File: config.mk
export PLATFORM = sky130hd
export DESIGN_NAME = tape_player
export DESIGN_NICKNAME = d
export VERILOG_FILES = /design/src/rtl/tape_player.sv
export SDC_FILE = /design/constraint.sdc
export NUM_CORES = 1
export LEC_CHECK = 0
export CAP_MARGIN = 20
export CORE_AREA = 2 2 134 136
export CTS_BUF_LIST = sky130_fd_sc_hd__clkbuf_16
export DETAILED_ROUTE_END_ITERATION = 8
export DIE_AREA = 0 0 136 138
export GPL_ROUTABILITY_DRIVEN = 1
export PLACE_DENSITY = 0.49
export SYNTH_ARGS = -nofsm -noshare
export SYNTH_HDL_FRONTEND = slang
export SYNTH_SLANG_ARGS = --single-unit
File: constraint.sdc
create_clock -name clock -period 4.5 [get_ports clock]
set_input_delay 0.9 -clock clock [delete_from_list [all_inputs] [get_ports clock]]
set_output_delay 0.9 -clock clock [all_outputs]
set_load 0.05 [all_outputs]
File: src/rtl/tape_player.sv
// Cassette playback engine: leader, sync bit, then buffered bytes as FSK ear pulses.
// Optional motor gating is enabled by defining TAPE_MOTOR_GATE_EN.
module tape_player #(
    parameter int ZERO_HALF   = 1000,
    parameter int ONE_HALF    = 500,
    parameter int LEADER_BITS = 768
) (
    input  logic        clock,
    input  logic        reset,
    input  logic        ce,
    input  logic        start,
    input  logic [15:0] len,
    input  logic        motor,
    output logic [15:0] rd_addr,
    input  logic [7:0]  rd_data,
    output logic        rd_req,
    output logic        ear,
    output logic        busy,
    output logic        done
);

    typedef enum logic [2:0] {IDLE, LEADER, SYNC, DATA, END} state_t;

    localparam logic [15:0] ZERO_LAST = 16'(ZERO_HALF - 1);
    localparam logic [15:0] ONE_LAST  = 16'(ONE_HALF - 1);
    localparam logic [15:0] LEAD_LAST = 16'(LEADER_BITS - 1);

    state_t      state_q, state_d;
    logic [15:0] cnt_q;
    logic        hi_q;
    logic [15:0] bit_cnt_q;
    logic [15:0] byte_idx_q;
    logic [15:0] last_q;
    logic [2:0]  bit_idx_q;
    logic [7:0]  shift_q;
    logic [7:0]  next_q;
    logic        rd_pend_q;

    logic        active;
    logic        motor_ok;
    logic        run;
    logic        bit_val;
    logic [15:0] half_last;
    logic        half_end;
    logic        bit_end;
    logic        byte_last;
    logic        data_last;

`ifdef TAPE_MOTOR_GATE_EN
    assign motor_ok = motor;
`else
    logic unused_motor;
    assign unused_motor = motor;
    assign motor_ok     = 1'b1;
`endif

    always_comb begin
        active    = (state_q == LEADER) || (state_q == SYNC) || (state_q == DATA);
        run       = active && ce && motor_ok;
        bit_val   = (state_q == SYNC) || ((state_q == DATA) && shift_q[7]);
        half_last = bit_val ? ONE_LAST : ZERO_LAST;
        half_end  = run && (cnt_q == half_last);
        bit_end   = half_end && !hi_q;
        byte_last = (bit_idx_q == 3'd0);
        data_last = byte_last && (byte_idx_q == last_q);
        state_d   = state_q;
        unique case (state_q)
            IDLE:    if (start && (len != 16'd0)) state_d = LEADER;
            LEADER:  if (bit_end && (bit_cnt_q == LEAD_LAST)) state_d = SYNC;
            SYNC:    if (bit_end) state_d = DATA;
            DATA:    if (bit_end && data_last) state_d = END;
            END:     state_d = IDLE;
            default: state_d = IDLE;
        endcase
    end

    assign ear  = active && hi_q;
    assign busy = active;
    assign done = (state_q == END);

    always_ff @(posedge clock or negedge reset) begin
        if (!reset) begin
            state_q    <= IDLE;
            cnt_q      <= '0;
            hi_q       <= 1'b0;
            bit_cnt_q  <= '0;
            byte_idx_q <= '0;
            last_q     <= '0;
            bit_idx_q  <= '0;
            shift_q    <= '0;
            next_q     <= '0;
            rd_pend_q  <= 1'b0;
            rd_req     <= 1'b0;
            rd_addr    <= '0;
        end else begin
            state_q   <= state_d;
            rd_req    <= 1'b0;
            rd_pend_q <= rd_req;
            if (rd_pend_q) next_q <= rd_data;
            if ((state_q == IDLE) && (state_d == LEADER)) begin
                last_q     <= len - 16'd1;
                rd_addr    <= '0;
                rd_req     <= 1'b1;
                cnt_q      <= '0;
                hi_q       <= 1'b1;
                bit_cnt_q  <= '0;
                byte_idx_q <= '0;
                bit_idx_q  <= '0;
            end else if (run) begin
                if (!half_end) begin
                    cnt_q <= cnt_q + 16'd1;
                end else begin
                    cnt_q <= '0;
                    hi_q  <= !hi_q;
                    if (bit_end) begin
                        unique case (state_q)
                            LEADER: bit_cnt_q <= bit_cnt_q + 16'd1;
                            SYNC: begin
                                shift_q    <= next_q;
                                bit_idx_q  <= 3'd7;
                                byte_idx_q <= '0;
                                if (last_q != 16'd0) begin
                                    rd_addr <= 16'd1;
                                    rd_req  <= 1'b1;
                                end
                            end
                            DATA: begin
                                if (!byte_last) begin
                                    shift_q   <= shift_q << 1;
                                    bit_idx_q <= bit_idx_q - 3'd1;
                                end else if (!data_last) begin
                                    // next byte starts: prefetch the one after it
                                    byte_idx_q <= byte_idx_q + 16'd1;
                                    shift_q    <= next_q;
                                    bit_idx_q  <= 3'd7;
                                    if (byte_idx_q + 16'd1 != last_q) begin
                                        rd_addr <= rd_addr + 16'd1;
                                        rd_req  <= 1'b1;
                                    end
                                end
                            end
                            default: ;
                        endcase
                    end
                end
            end
        end
    end

endmodule

==> impl_results.md, run 1 <==
* Minimum clock period at 3.917 ns
* Max Cap Viol at 0
* Iter 0 DRT Violations at 265
* Cell Area, Synth at 5928 µm²
* Clk pwr share at 0.411
* CTS root buffer: clkbuf_16
* Row cnt at 49
* Final setup fails at 0
* Final Worst Setup Slack at 0.5829 ns
* Worst skew pair latency at 0.36 ns
* CP startpoint kind: input pin
* Top cells by area, synth: dfrtp_1, o21ai_0, nand2_1
* Most frequent cells in the layout: dfrtp_1, nand2_1, o21ai_0
* Via Count at between 5000 and 6000
* Gate power share at 0.080
* Layout cells sized above 1 at 0.06809
* Antenna violations before repair at 0
* Post-CTS resize count at 0
* Fin Hold WS at about 0.44 ns
* Status: completed
* Most common cell after layout, fill and taps aside: dfrtp_1
* Worst Tran Pin Value at around 0.96 ns
* CTS Buf Count at 9
* DRT Pass-1 Iters at 4
* First-pass GRT wire length at 25.77 mm
* Nets at 736
* Grt ovf at 0
* Top_reg_cell synth: dfrtp_1
* Synth Warn # at 0
* Multi-input gate area at roughly 3100 µm²
* Switch Pwr at 0.5171 mW
* DIE AREA at roughly 19000 µm²
* Post-Layout Cell Count at 934
* Post-route ant nets at 0
* Worst setup path class: input pin to flop
* Diodes inserted at 0
* Placement Setup Slack at between 0.2 and 0.25 ns
* Sequential fraction of the synthesis area at 0.4432
* Number of global-route vias before repair at 5007
* FMAX at 0.2553 GHz
* Ys async rst share at 1.000
* Port bufs at 47
* Slew Viols, Final at 0
* Share of power burned in registers at 0.509
* Lkg Pwr at 2.865 nW
* Worst-path clk slew at 0.08 ns
* Endpoint class of the critical path: flop
* Syn Area/Cell at 8.982 µm²
* Die Y at 138 µm
* CTS tree: yes
* Fillcell total at roughly 1800
* RSZ-0062 raised after global routing: false
* H-tree levels at 3
* Post-DR wirelength/cell at 16.16 µm
* WP data arrival at 4.16 ns
* Synth Register Bits at 105
* WL final at 15.09 mm
* PwrDens at 288.3 nW/µm²
* Syn Nets at 696
* Placed cell count at 918
* Die Span X at around 140 µm
* Initial Util at 0.3381
* Slew HR at 0.3622
* FF+latch area at 2628 µm²
* Top cell type's share of synthesized area at 0.4432
* Sw Share at 0.2581
* Dpl hpwl at 10.54 mm
* Sinks on Clock Net at roughly 110
* Largest net degree at the start of global routing at 71
* P_int at about 1.5 mW
* Max clock buf depth at 2
* Tcrit/Tclk final at 0.8705
* Final hold violation count at 0
* Placer Congestion at between 0.8 and 0.9
* Crit-path max FO at 18
* Core Region at 17530 µm²
* Vias/cell at 5.389
* Total global-route track usage at 0.1696
* Synth unique cells at 60
* Largest area contributor in the netlist: dfrtp_1
* Post-CTS setup buffers at 0
* Critical Path RT at 4.74 ns
* Area growth syn-to-layout at 17.22%
* Post-synth EDFFs at 0
* Total negative slack at 0 ns
* Hold_buf cts at 0
* Ports at 49
* Peak VDD IR at between 200 and 250 µV
* Clock Skews at between 0.008 and 0.009 ns
* Hold Crit Class: flop to flop
* Drt drc at 0
* Cells after Synth at 660
synthesized netlist by cell type, types with 2 or more instances:
cell type,number
or3_1,7
a211oi_1,2
or4_1,2
ha_1,7
o21ai_0,61
o21ba_2,2
nor4b_1,2
nand3b_1,2
a21o_1,2
or2_2,2
mux2_2,8
o31a_1,3
nand3_1,26
a21oi_1,49
and2_1,7
nor4_1,13
nor4bb_1,2
dfrtp_1,105
nand2b_1,9
inv_1,11
nor3b_1,3
xnor2_1,22
nor2b_1,3
o41ai_1,6
clkbuf_1,22
a31o_2,2
a41oi_1,3
o311a_1,2
xor2_1,29
and3_1,19
a31oi_1,13
o31ai_1,12
nand2_1,77
mux2i_1,9
nand4_1,14
nor2_1,54
nor3_1,8
buf_2,6
a211o_1,2
o21a_1,10
and4_1,3
area by class of cell:
type,count,area share
flip-flops and latches,105,0.3781
multi-input cells,513,0.4501
well taps,229,0.04123
clock inverters,7,0.01134
repair buffers,59,0.08030
inverters,12,0.006482
clock buffers,9,0.03241
state kept, by name, indices dropped and copies added (netlist names):
register / count
bit_cnt_q: 16
byte_idx_q: 16
cnt_q: 16
last_q: 16
rd_addr: 16
next_q: 8
shift_q: 8
bit_idx_q: 3
state_q: 3
hi_q: 1
rd_pend_q: 1
rd_req: 1
power by group through the flow:
stage / Combinational [mW] / Sequential [mW] / Clock (mW)
after floorplan: 0.0917 / 1.02 / 0
after global placement: 0.158 / 1.04 / 0
after detailed placement: 0.160 / 1.04 / 0
after CTS: 0.162 / 1.02 / 0.854
after global routing: 0.183 / 1.03 / 0.888
final: 0.160 / 1.02 / 0.824
critical path, cell delays in order:
cell and delay [ns]:
clkdlybuf4s50_1 0.47, inv_1 0.08, ha_1 0.19, or4b_1 0.56
or4b_4 0.58, o31ai_4 0.44, nand2_1 0.31, nand3b_1 0.18
buf_4 0.23, or4_1 0.13, nand3_1 0.07
worst paths after layout:
kind	from	endpoint	slack [ns]	depth (start not counted)
hold reg to reg	rd_req$_DFF_PN0_	rd_pend_q$_DFF_PN0_	0.44	0
hold / removal	rd_req$_DFF_PN0_	rd_pend_q$_DFF_PN0_	0.44	0
setup reg to reg	byte_idx_q[0]$_DFFE_PN0P_	rd_addr[11]$_DFFE_PN0P_	1.29	10
min in group asynchronous	reset	cnt_q[15]$_DFFE_PN0P_	0.68	1
max in group asynchronous	reset	last_q[14]$_DFFE_PN0N_	2.99	2
setup / recovery	len[0]	byte_idx_q[4]$_DFFE_PN0P_	0.58	11
metrics by stage:
step	area [µm²]	total power, mW	utilization
after floorplan	5928	1.113	-
after global placement	6645	1.195	0.3790
after detailed placement	6645	1.197	0.3790
after CTS	6949	2.035	0.3963
after global routing	6949	2.097	0.3963
final	6949	2.003	0.3963
cell families after synthesis:
logic type / after synthesis / share of synthesized area
AOI/OAI and AO/OA: 180 / 0.1887
xor gates and xnor gates: 51 / 0.07535
adders and majority gates: 7 / 0.01477
buffers and inverters: 42 / 0.02913
DFF: 105 / 0.4432
muxes: 17 / 0.03039
and+or+nand+nor: 258 / 0.2184
layer usage:
layer	GRT usage	part of all wire	wire length, µm
met1	0.2275	0.47	7061
met2	0.2766	0.48	7188
met3	0.03300	0.041	622
met4	0.05154	0.014	218
met5	0	0	0
(Power assumes the default switching activity.)
==> inputs of run 2 (changes only) <==
ABC_CLOCK_PERIOD_IN_PS = 4500   (was not set)
CORE_AREA = 2 2 110 165   (was 2 2 134 136)
DIE_AREA = 0 0 112 167   (was 0 0 136 138)
==> impl_results.md, run 2 (same netlist as run 1, synthesis figures left out) <==
* Status: completed (unchanged)
* Die Span X at 112 µm (was 136 µm)
* Diodes inserted at 0 (unchanged)
* Max Cap Viol at 0 (unchanged)
* Worst Tran Pin Value at 0.8037 ns (was 0.9567 ns)
* WP data arrival at 4.00 ns (was 4.16 ns)
* Worst path top cell family by delay: simple AND/OR/NAND/NOR gates (unchanged)
* Layout cells sized above 1 at 0.07214 (was 0.06809)
* Critical Path RT at 4.73 ns (was 4.74 ns)
* First-pass GRT wire length at 25.12 mm (was 25.77 mm)
* Slew Viols, Final at 0 (unchanged)
* PwrDens at 278.7 nW/µm² (was 288.3 nW/µm²)
* Antenna violations before repair at 0 (unchanged)
* Drt drc at 0 (unchanged)
* FMAX at 0.2653 GHz (was 0.2553 GHz)
* Top cell by count, worst path: buf_4
* Fin util at 0.4005 (was 0.3963)
* Number of global-route vias before repair at 4982 (was 5007)
* Final hold violation count at 0 (unchanged)
* Minimum clock period at 3.769 ns (was 3.917 ns)
* Core Region at 17270 µm² (was 17530 µm²)
* Die Y at 167 µm (was 138 µm)
* Peak VDD IR at 144.0 µV (was 228.5 µV)
* Placed cell count at 904 (was 918)
* CTS root buffer: clkbuf_16 (unchanged)
* Endpoint class of the critical path: flop (unchanged)
* Via Count at 4970 (was 5033)
* Post-route ant nets at 0 (unchanged)
* Hold Crit Class: flop to flop (unchanged)
* DRT Pass-1 Iters at 4 (unchanged)
* Slowest CP cell: or4b_4 (unchanged)
* Worst skew pair latency at 0.35 ns (was 0.36 ns)
* Initial Util at 0.3432 (was 0.3381)
* CP Cell Sequence: clkdlybuf4s50_1, inv_1, ha_1, or4b_1, or4b_4, o31ai_4, buf_4, nand2_1, nand3b_1, buf_4, o21ai_0, o41ai_1 (was clkdlybuf4s50_1, inv_1, ha_1, or4b_1, or4b_4, o31ai_4, nand2_1, nand3b_1, buf_4, or4_1, nand3_1)
* Post-route design area at 6918 µm² (was 6949 µm²)
* Post-CTS resize count at 0 (unchanged)
* Tcrit/Tclk final at 0.8377 (was 0.8705)
* Grt ovf at 0 (unchanged)
* Worst-path clk slew at 0.07 ns (was 0.08 ns)
* Most frequent cells in the layout: dfrtp_1, nand2_1, o21ai_0 (unchanged)
* Worst hold path cell count at 0 (unchanged)
* Crit-path max cell delay at 0.58 ns (about the same)
* Ports at 49 (unchanged)
* CTS Buf Count at 9 (unchanged)
* Max clock buf depth at 2 (unchanged)
* Clock Skews at 0.01192 ns (was 0.008183 ns)
* Total negative slack at 0 ns (unchanged)
* Nets at 738 (was 736)
* Total global-route track usage at 0.1640 (was 0.1696)
* Iter 0 DRT Violations at 102 (was 265)
* R2R Path Start: byte_idx_q[0]$_DFFE_PN0P_ (unchanged)
* Reg2reg setup slack at 1.15 ns (was 1.29 ns)
* Worst hold path startpoint: rd_req$_DFF_PN0_ (unchanged)
* Most common cell after layout, fill and taps aside: dfrtp_1 (unchanged)
* Multi-input gate area at 3128 µm² (unchanged)
* Worst R2R Path Depth at 10 (unchanged)
* Worst setup path class: input pin to flop (unchanged)
* WL final at 14.80 mm (was 15.09 mm)
* Area growth syn-to-layout at 16.69% (was 17.22%)
* Buffers & Inverters on Critical Path at 4 (was 3)
* Row cnt at 59 (was 49)
* CTS tree: yes (unchanged)
* Dpl hpwl at 10.91 mm (was 10.54 mm)
* Reg-to-reg endpoint: rd_addr[15]$_DFFE_PN0P_ (was rd_addr[11]$_DFFE_PN0P_)
* Total placed instance area at 6640 µm² (was 6645 µm²)
* Slew HR at 0.4592 (was 0.3622)
* Hold_buf cts at 0 (unchanged)
* Final setup fails at 0 (unchanged)
* Post-Layout Cell Count at 920 (was 934)
* Vias/cell at 5.402 (was 5.389)
* Placer Congestion at 0.7950 (was 0.8503)
* H-tree levels at 3 (unchanged)
* Crit-path max FO at 18 (unchanged)
* Post-CTS setup buffers at 0 (unchanged)
* FF+latch area at 2628 µm² (unchanged)
* Hold Path Sink: rd_pend_q$_DFF_PN0_ (unchanged)
* Lkg Pwr at 2.861 nW (was 2.865 nW)
* Largest net degree at the start of global routing at 52 (was 71)
* CP startpoint kind: input pin (unchanged)
* Port bufs at 47 (unchanged)
* Sinks on Clock Net at 105 (unchanged)
* Post-DR wirelength/cell at 16.08 µm (was 16.16 µm)
* RSZ-0062 raised after global routing: false (unchanged)
* Fillcell total at 1782 (was 1794)
* DIE AREA at 18700 µm² (was 18770 µm²)
-- run 2: cell count changes in the layout (fill, tap and decap cells not counted) --
cell and delta:
buf_4 +2, bufinv_16 -1, clkinv_2 +2, clkinv_4 -1, inv_1 -1, inv_6 +2, inv_8 -1
-- run 2: stage by stage --
stage,hold WS (ns),power [mW],setup WS (ns)
finish,0.3846,1.928,0.7305
global route,0.4131,2.018,0.5351
CTS,0.3884,1.955,0.7177
detailed placement,0.3729,1.198,0.3659
global placement,0.3704,1.193,0.3793
floorplan,0.4460,1.113,1.130
-- run 2: layout make-up --
class	instances	area share
sequential	105	0.3798
inverter	12	0.006511
multi-input combinational	513	0.4522
clock inverter	7	0.007596
timing repair buffer	61	0.08284
clock buffer	9	0.03256
tap	213	0.03852
-- run 2: worst max-delay path by stage --
stage                       from                         to  slack (ns)  cells past startpoint
after global routing      len[0]  byte_idx_q[7]$_DFFE_PN0P_        0.54                     12
after floorplan           len[0]  byte_idx_q[6]$_DFFE_PN0P_        1.13                     10
final                     len[0]  byte_idx_q[7]$_DFFE_PN0P_        0.73                     12
after CTS                 len[0]       cnt_q[5]$_DFFE_PN0P_        0.72                      9
after global placement    len[0]  byte_idx_q[4]$_DFFE_PN0P_        0.38                     12
after detailed placement  len[0]  byte_idx_q[4]$_DFFE_PN0P_        0.37                     12
-- run 2: power breakdown --
| part | switching [mW] | leakage, nW | internal [mW] |
|---|---|---|---|
| Combinational | 0.0855 | 1.34 | 0.0733 |
| Sequential | 0.0422 | 1.39 | 0.975 |
| Clock | 0.371 | 0.137 | 0.381 |
-- run 2: per-layer routing --
layer,wire length (µm),global-route usage,up-vias,share of wire
met3,429,0.02475,27,0.029
met4,391,0.06522,0,0.026
met5,0,0,-,0
met2,7864,0.2917,75,0.53
li1,-,-,2473,-
met1,6113,0.1979,2395,0.41
-- run 2: worst register-to-register path, delay by kind of cell, from the launching register on --
kind	cells	cell delay, ns
simple gates	3	1.03
compound gates	4	0.92
flops	1	0.54
fa+ha+maj	1	0.37
buf+inv	1	0.21
xor+xnor	1	0.16
